**src/rtl/ras_ctrl.sv**
```systemverilog
// Return-address stack for the fetch stage: classifies jumps by link-register hints,
// keeps a circular buffer of return addresses and offers one-level checkpoint/recovery.
module ras_ctrl #(
    parameter int DATA_WIDTH = 64,
    parameter int DEPTH      = 8
) (
    input  logic                       in_Clk,
    input  logic                       in_Rst_N,
    input  logic                       in_valid,
    input  logic [6:0]                 in_opcode,
    input  logic [4:0]                 in_rd,
    input  logic [4:0]                 in_rs1,
    input  logic [DATA_WIDTH-1:0]      in_pc,
    input  logic                       in_checkpoint,
    input  logic                       in_recover,
    output logic                       out_pred_valid,
    output logic [DATA_WIDTH-1:0]      out_pred_target,
    output logic [$clog2(DEPTH):0]     out_count,
    output logic                       out_empty,
    output logic                       out_full
);

    localparam int PW = $clog2(DEPTH);
    localparam int CW = PW + 1;
    localparam logic [6:0] OPC_JAL  = 7'b1101111;
    localparam logic [6:0] OPC_JALR = 7'b1100111;

    typedef enum logic [1:0] {
        OP_NONE,
        OP_PUSH,
        OP_POP,
        OP_POPPUSH
    } op_e;

    logic [DATA_WIDTH-1:0] mem [DEPTH];

    logic [PW-1:0]          tos_reg, tos_next;
    logic [CW-1:0]          count_reg, count_next;
    logic [PW-1:0]          ck_tos_reg, ck_tos_next;
    logic [CW-1:0]          ck_count_reg, ck_count_next;
    logic                   pred_valid_reg, pred_valid_next;
    logic [DATA_WIDTH-1:0]  pred_target_reg, pred_target_next;
    logic                   empty_reg, empty_next;
    logic                   full_reg, full_next;

    op_e                    op;
    logic                   rd_link, rs1_link;
    logic                   wr_en;
    logic [PW-1:0]          wr_addr;
    logic [DATA_WIDTH-1:0]  wr_data;
    logic [DATA_WIDTH-1:0]  top_data;
    logic                   is_full;

    assign rd_link  = (in_rd == 5'd1) || (in_rd == 5'd5);
    assign rs1_link = (in_rs1 == 5'd1) || (in_rs1 == 5'd5);
    assign top_data = mem[tos_reg];
    assign is_full  = (count_reg == CW'(DEPTH));
    assign wr_data  = in_pc + DATA_WIDTH'(4);

    // Link-register hint classification; a recovering cycle drops the instruction.
    always_comb begin
        op = OP_NONE;
        if (in_valid && !in_recover) begin
            if (in_opcode == OPC_JAL) begin
                if (rd_link) op = OP_PUSH;
            end else if (in_opcode == OPC_JALR) begin
                unique case ({rd_link, rs1_link})
                    2'b10:   op = OP_PUSH;
                    2'b01:   op = OP_POP;
                    2'b11:   op = (in_rd != in_rs1) ? OP_POPPUSH : OP_PUSH;
                    default: op = OP_NONE;
                endcase
            end
        end
    end

    always_comb begin
        tos_next         = tos_reg;
        count_next       = count_reg;
        ck_tos_next      = ck_tos_reg;
        ck_count_next    = ck_count_reg;
        pred_valid_next  = 1'b0;
        pred_target_next = pred_target_reg;
        wr_en            = 1'b0;
        wr_addr          = tos_reg + PW'(1);

        if (in_recover) begin
            tos_next   = ck_tos_reg;
            count_next = ck_count_reg;
        end else begin
            unique case (op)
                OP_PUSH: begin
                    wr_en      = 1'b1;
                    tos_next   = tos_reg + PW'(1);
                    count_next = is_full ? count_reg : count_reg + CW'(1);
                end
                OP_POP: begin
                    if (count_reg != '0) begin
                        pred_valid_next  = 1'b1;
                        pred_target_next = top_data;
                        tos_next         = tos_reg - PW'(1);
                        count_next       = count_reg - CW'(1);
                    end
                end
                OP_POPPUSH: begin
                    if (count_reg != '0) begin
                        // Replace the popped entry in place: tos and count stay put.
                        pred_valid_next  = 1'b1;
                        pred_target_next = top_data;
                        wr_en            = 1'b1;
                        wr_addr          = tos_reg;
                    end else begin
                        wr_en      = 1'b1;
                        tos_next   = tos_reg + PW'(1);
                        count_next = count_reg + CW'(1);
                    end
                end
                default: ;
            endcase
            if (in_checkpoint) begin
                ck_tos_next   = tos_reg;
                ck_count_next = count_reg;
            end
        end

        empty_next = (count_next == '0);
        full_next  = (count_next == CW'(DEPTH));
    end

    always_ff @(posedge in_Clk or negedge in_Rst_N) begin
        if (!in_Rst_N) begin
            tos_reg         <= '0;
            count_reg       <= '0;
            ck_tos_reg      <= '0;
            ck_count_reg    <= '0;
            pred_valid_reg  <= 1'b0;
            pred_target_reg <= '0;
            empty_reg       <= 1'b1;
            full_reg        <= 1'b0;
        end else begin
            tos_reg         <= tos_next;
            count_reg       <= count_next;
            ck_tos_reg      <= ck_tos_next;
            ck_count_reg    <= ck_count_next;
            pred_valid_reg  <= pred_valid_next;
            pred_target_reg <= pred_target_next;
            empty_reg       <= empty_next;
            full_reg        <= full_next;
        end
    end

    // Entry storage is not reset; writes are suppressed while reset is held.
    always_ff @(posedge in_Clk) begin
        if (wr_en && in_Rst_N) begin
            mem[wr_addr] <= wr_data;
        end
    end

    assign out_pred_valid  = pred_valid_reg;
    assign out_pred_target = pred_target_reg;
    assign out_count       = count_reg;
    assign out_empty       = empty_reg;
    assign out_full        = full_reg;

endmodule

```
**config.mk**
```make
export PLATFORM = sky130hd
export DESIGN_NAME = ras_ctrl
export DESIGN_NICKNAME = d
export VERILOG_FILES = /design/src/rtl/ras_ctrl.sv
export SDC_FILE = /design/constraint.sdc
export NUM_CORES = 1
export LEC_CHECK = 0
export ABC_AREA = 1
export CAP_MARGIN = 20
export CORE_MARGIN = 8
export CORE_UTILIZATION = 30
export CTS_CLUSTER_DIAMETER = 100
export DETAILED_ROUTE_END_ITERATION = 10
export PLACE_DENSITY_LB_ADDON = 0.15
export SETUP_SLACK_MARGIN = 0.02
export SLEW_MARGIN = 20
export SYNTH_ARGS = -nofsm -noshare
export SYNTH_HDL_FRONTEND = slang
export SYNTH_SLANG_ARGS = --single-unit
```
**constraint.sdc**
```tcl
create_clock -name in_Clk -period 4.8 [get_ports in_Clk]
set_input_delay 0.72 -clock in_Clk [delete_from_list [all_inputs] [get_ports in_Clk]]
set_output_delay 0.72 -clock in_Clk [all_outputs]
set_load 0.1 [all_outputs]
```
==> impl_metrics.csv <==
group,metric,value,unit
status,status,"complete, no violations",
final_layout,area_growth_syn_to_layout,19.33,%
cts,cts_tree,"built",
global_route,track_usage,0.1611,
final_layout,layout.cells.non_filler,3297,
cts,cts_buffer_depth,3,
final_layout,fin_nets,2267,
setup_path,crit_required,5.05,ns
pwr,swShare,0.2662,
setup_path,ff2ff_setup_slack,1.31,ns
pwr,clkPwrFrac,0.389,
final_layout,drive_gt1_frac,0.07229,
sta,fin_crit_sh,0.7279,
yosys,yosys.area_share.simple,0.1378,
placement,dp.cells,3183,
cts,cts_setup_buffers,0,
pwr,p_comb_frac,0.136,
sta,finalSetupViolCount,0,
cts,clk_pin_slew,0.06,ns
setup_path,arrival,3.75,ns
sta,skew,0.02603,ns
sta,hold_viol,0,
cts,cts_sinks,593,
sta,slew_viol_final,0,
yosys,yosys_warnings,0,
pwr,seqPwrFrac,0.475,
routing,drc,0,
yosys,synth_common_cells,"edfxtp_1, nor2_1, nand2_1, o21ai_0, o221ai_1",
pwr,p_leak,10.04,nW
yosys,ys_top_cells_by_area,"edfxtp_1, dfrtp_1, o21ai_0",
cts,root_buffer,"clkbuf_16",
pwr,peakVddDrop,286.7,µV
pwr,power.density,404.9,nW/µm²
die,die_h,302.9,µm
die,core.rowCount,105,
routing,first_iter_violations,1279,
die,dieArea,91730,µm²
setup_path,worstSetupPathType,"flip-flop to flip-flop",
yosys,synth_cells,2042,
sta,rsz0062_at_grt,"false",
min_path,hold_class,"input pin to asynchronous set/reset pin",
global_route,grt_max_degree,92,
sta,timing.fmax,286.2,MHz
sta,worst-slew-pin-transition,1.152,ns
global_route,grt.met3_usage,0.02824,
yosys,synth.avg_cell_area,12.09,µm²
placement,dpl.hpwl,44.43,mm
final_layout,final_core_util,0.3599,
yosys,synth_flop_cell,"edfxtp_1",
pwr,power_switching,0.003176,W
yosys,async_flop_share,0.1366,
die,die_w,302.9,µm
yosys,synth_top_family_by_area,"simple AND/OR/NAND/NOR gates",
routing,vias_per_cell,5.060,
die,core,81850,µm²
global_route,antenna_found_initial,3,
die,boundaryPins,157,
yosys,synth_compound_area_frac,0.1021,
yosys,yosys.area.top_type,"edfxtp_1",
yosys,syn_area,24690,µm²
routing,wl_per_cell,22.93,µm
cts,insertion_delay,0.64,ns
setup_path,end_kind,"flip-flop",
routing,vias,16680,
final_layout,fill_cells,7926,
yosys,yosysMostFrequentCell,"edfxtp_1",
yosys,synth-edff-count,512,
placement,port_buffers,156,
placement,gp_congestion,0.8881,
yosys,synthDistinctLibCells,38,
final_layout,top_register,"mem",
cts,numCtsBuffers,61,
die,initial_core_util,0.3016,
yosys,synth_xor_area_frac,0.02235,
final_layout,diodes,0,
cts,hold_buffers,0,
pwr,p_int,0.008753,W
final_layout,largest_reg_flops,512,
cts,ctsResizeCount,0,
routing,finalWirelength,75.60,mm
setup_path,crit_path_max_fanout,87,
setup_path,cp-start-kind,"flip-flop",
yosys,synthAdderAreaFrac,0.002534,
global_route,grt_pass1_vias,16500,
yosys,synth_top_area_share,0.6227,
global_route,top_usage_layer,"met2",
routing,ant_nets,0,
yosys,ys_seq_area_frac,0.7049,
sta,fin_crit,3.494,ns
global_route,grt_overflow_total,0,
yosys,syn-num-nets,2133,
sta,fin_setup_tns,0,ns
yosys,ys_seq_elements,593,
flow_run,max_cap_viol_count,0,
yosys,synthMuxAreaShare,0,
routing,first_pass_iters,5,
global_route,grt_pass1_wl,110.4,mm
global_route,met2_usage,0.2511,
cts,htreeDepth,2,
global_route,use_met1,0.2320,
sta,slew_headroom,0.2319,
path summary, 6_finish.rpt:
kind | from | cells after the start | to
worst max-delay path | tos_reg[0] | 10 | mem[7][6]
worst min-delay path | in_Rst_N | 1 | out_pred_target[54]
worst max register to register | tos_reg[0] | 10 | mem[7][6]
worst min register to register | out_pred_target[55] | 2 | out_pred_target[55]
max in group asynchronous | in_Rst_N | 2 | tos_reg[0]
min in group in_Clk | out_pred_target[55] | 2 | out_pred_target[55]
per-layer routing:
metal / wire (µm) / vias to the layer above
li1: - / 7703
met1: 35830 / 8404
met2: 33870 / 468
met3: 4168 / 108
met4: 1729 / 0
met5: 0 / -
cells in the final DEF, fill, tap and decap left out, types with 11 or more instances in the layout:
master,instances
xnor2_1,21
nand2_1,270
clkdlybuf4s50_1,155
nor3_1,27
clkbuf_16,61
clkbuf_1,26
edfxtp_1,512
buf_4,20
buf_12,11
nor2_4,15
nand3_1,107
dfrtp_1,77
o21ai_0,268
nand4_1,21
o221ai_1,128
inv_1,57
xor2_1,42
nor2_1,319
stage by stage:
| step | instance area [µm²] | hold slack, ns | worst slack [ns] | total power (W) |
|---|---|---|---|---|
| 2_1_floorplan | 24690 | 0.4244 | -0.4948 | 0.006792 |
| 3_3_place_gp | 27530 | 0.4681 | 0.7450 | 0.007371 |
| 3_5_place_dp | 27530 | 0.4672 | 0.7025 | 0.007401 |
| 4_1_cts | 29460 | 0.05931 | 1.318 | 0.01207 |
| 5_1_grt | 29460 | 0.08459 | 1.088 | 0.01242 |
| 6_report | 29460 | 0.07084 | 1.306 | 0.01193 |
final cells by class:
cell class | count | area [µm²] | share of cell area
tap | 1070 | 1339 | 0.04544
timing repair buffer | 186 | 1922 | 0.06523
clock buffer | 90 | 1665 | 0.05653
sequential | 593 | 17410 | 0.5910
inverter | 66 | 254.0 | 0.008621
multi-input combinational | 1268 | 6603 | 0.2241
clock inverter | 24 | 266.5 | 0.009046
critical path: stages (launching register included):
cell and delay (ns):
dfrtp_4 0.44, buf_4 0.77, ha_1 0.30, xor2_1 0.27, nor2_1 0.07, a21oi_1 0.15
nand2_1 0.09, o21ai_1 0.16, nand2_1 0.18, nor2_4 0.18, buf_4 0.50
power groups by stage:
stage / Sequential (W) / Clock, W / Combinational, W
floorplan: 0.00585 / 0 / 0.000942
global placement: 0.00577 / 0 / 0.00160
detailed placement: 0.00577 / 0 / 0.00163
CTS: 0.00566 / 0.00477 / 0.00163
global route: 0.00566 / 0.00498 / 0.00178
finish: 0.00566 / 0.00464 / 0.00162
logic make-up after synthesis:
logic type               count (synthesis)
AND/OR/NAND/NOR                        794
flip-flops                             593
AO/OA/AOI/OAI                          406
buffers and inverters                  181
XOR/XNOR                                63
adder cells (fa/ha/maj)                  5
Note: power is estimated with default switching activity, not from simulation.
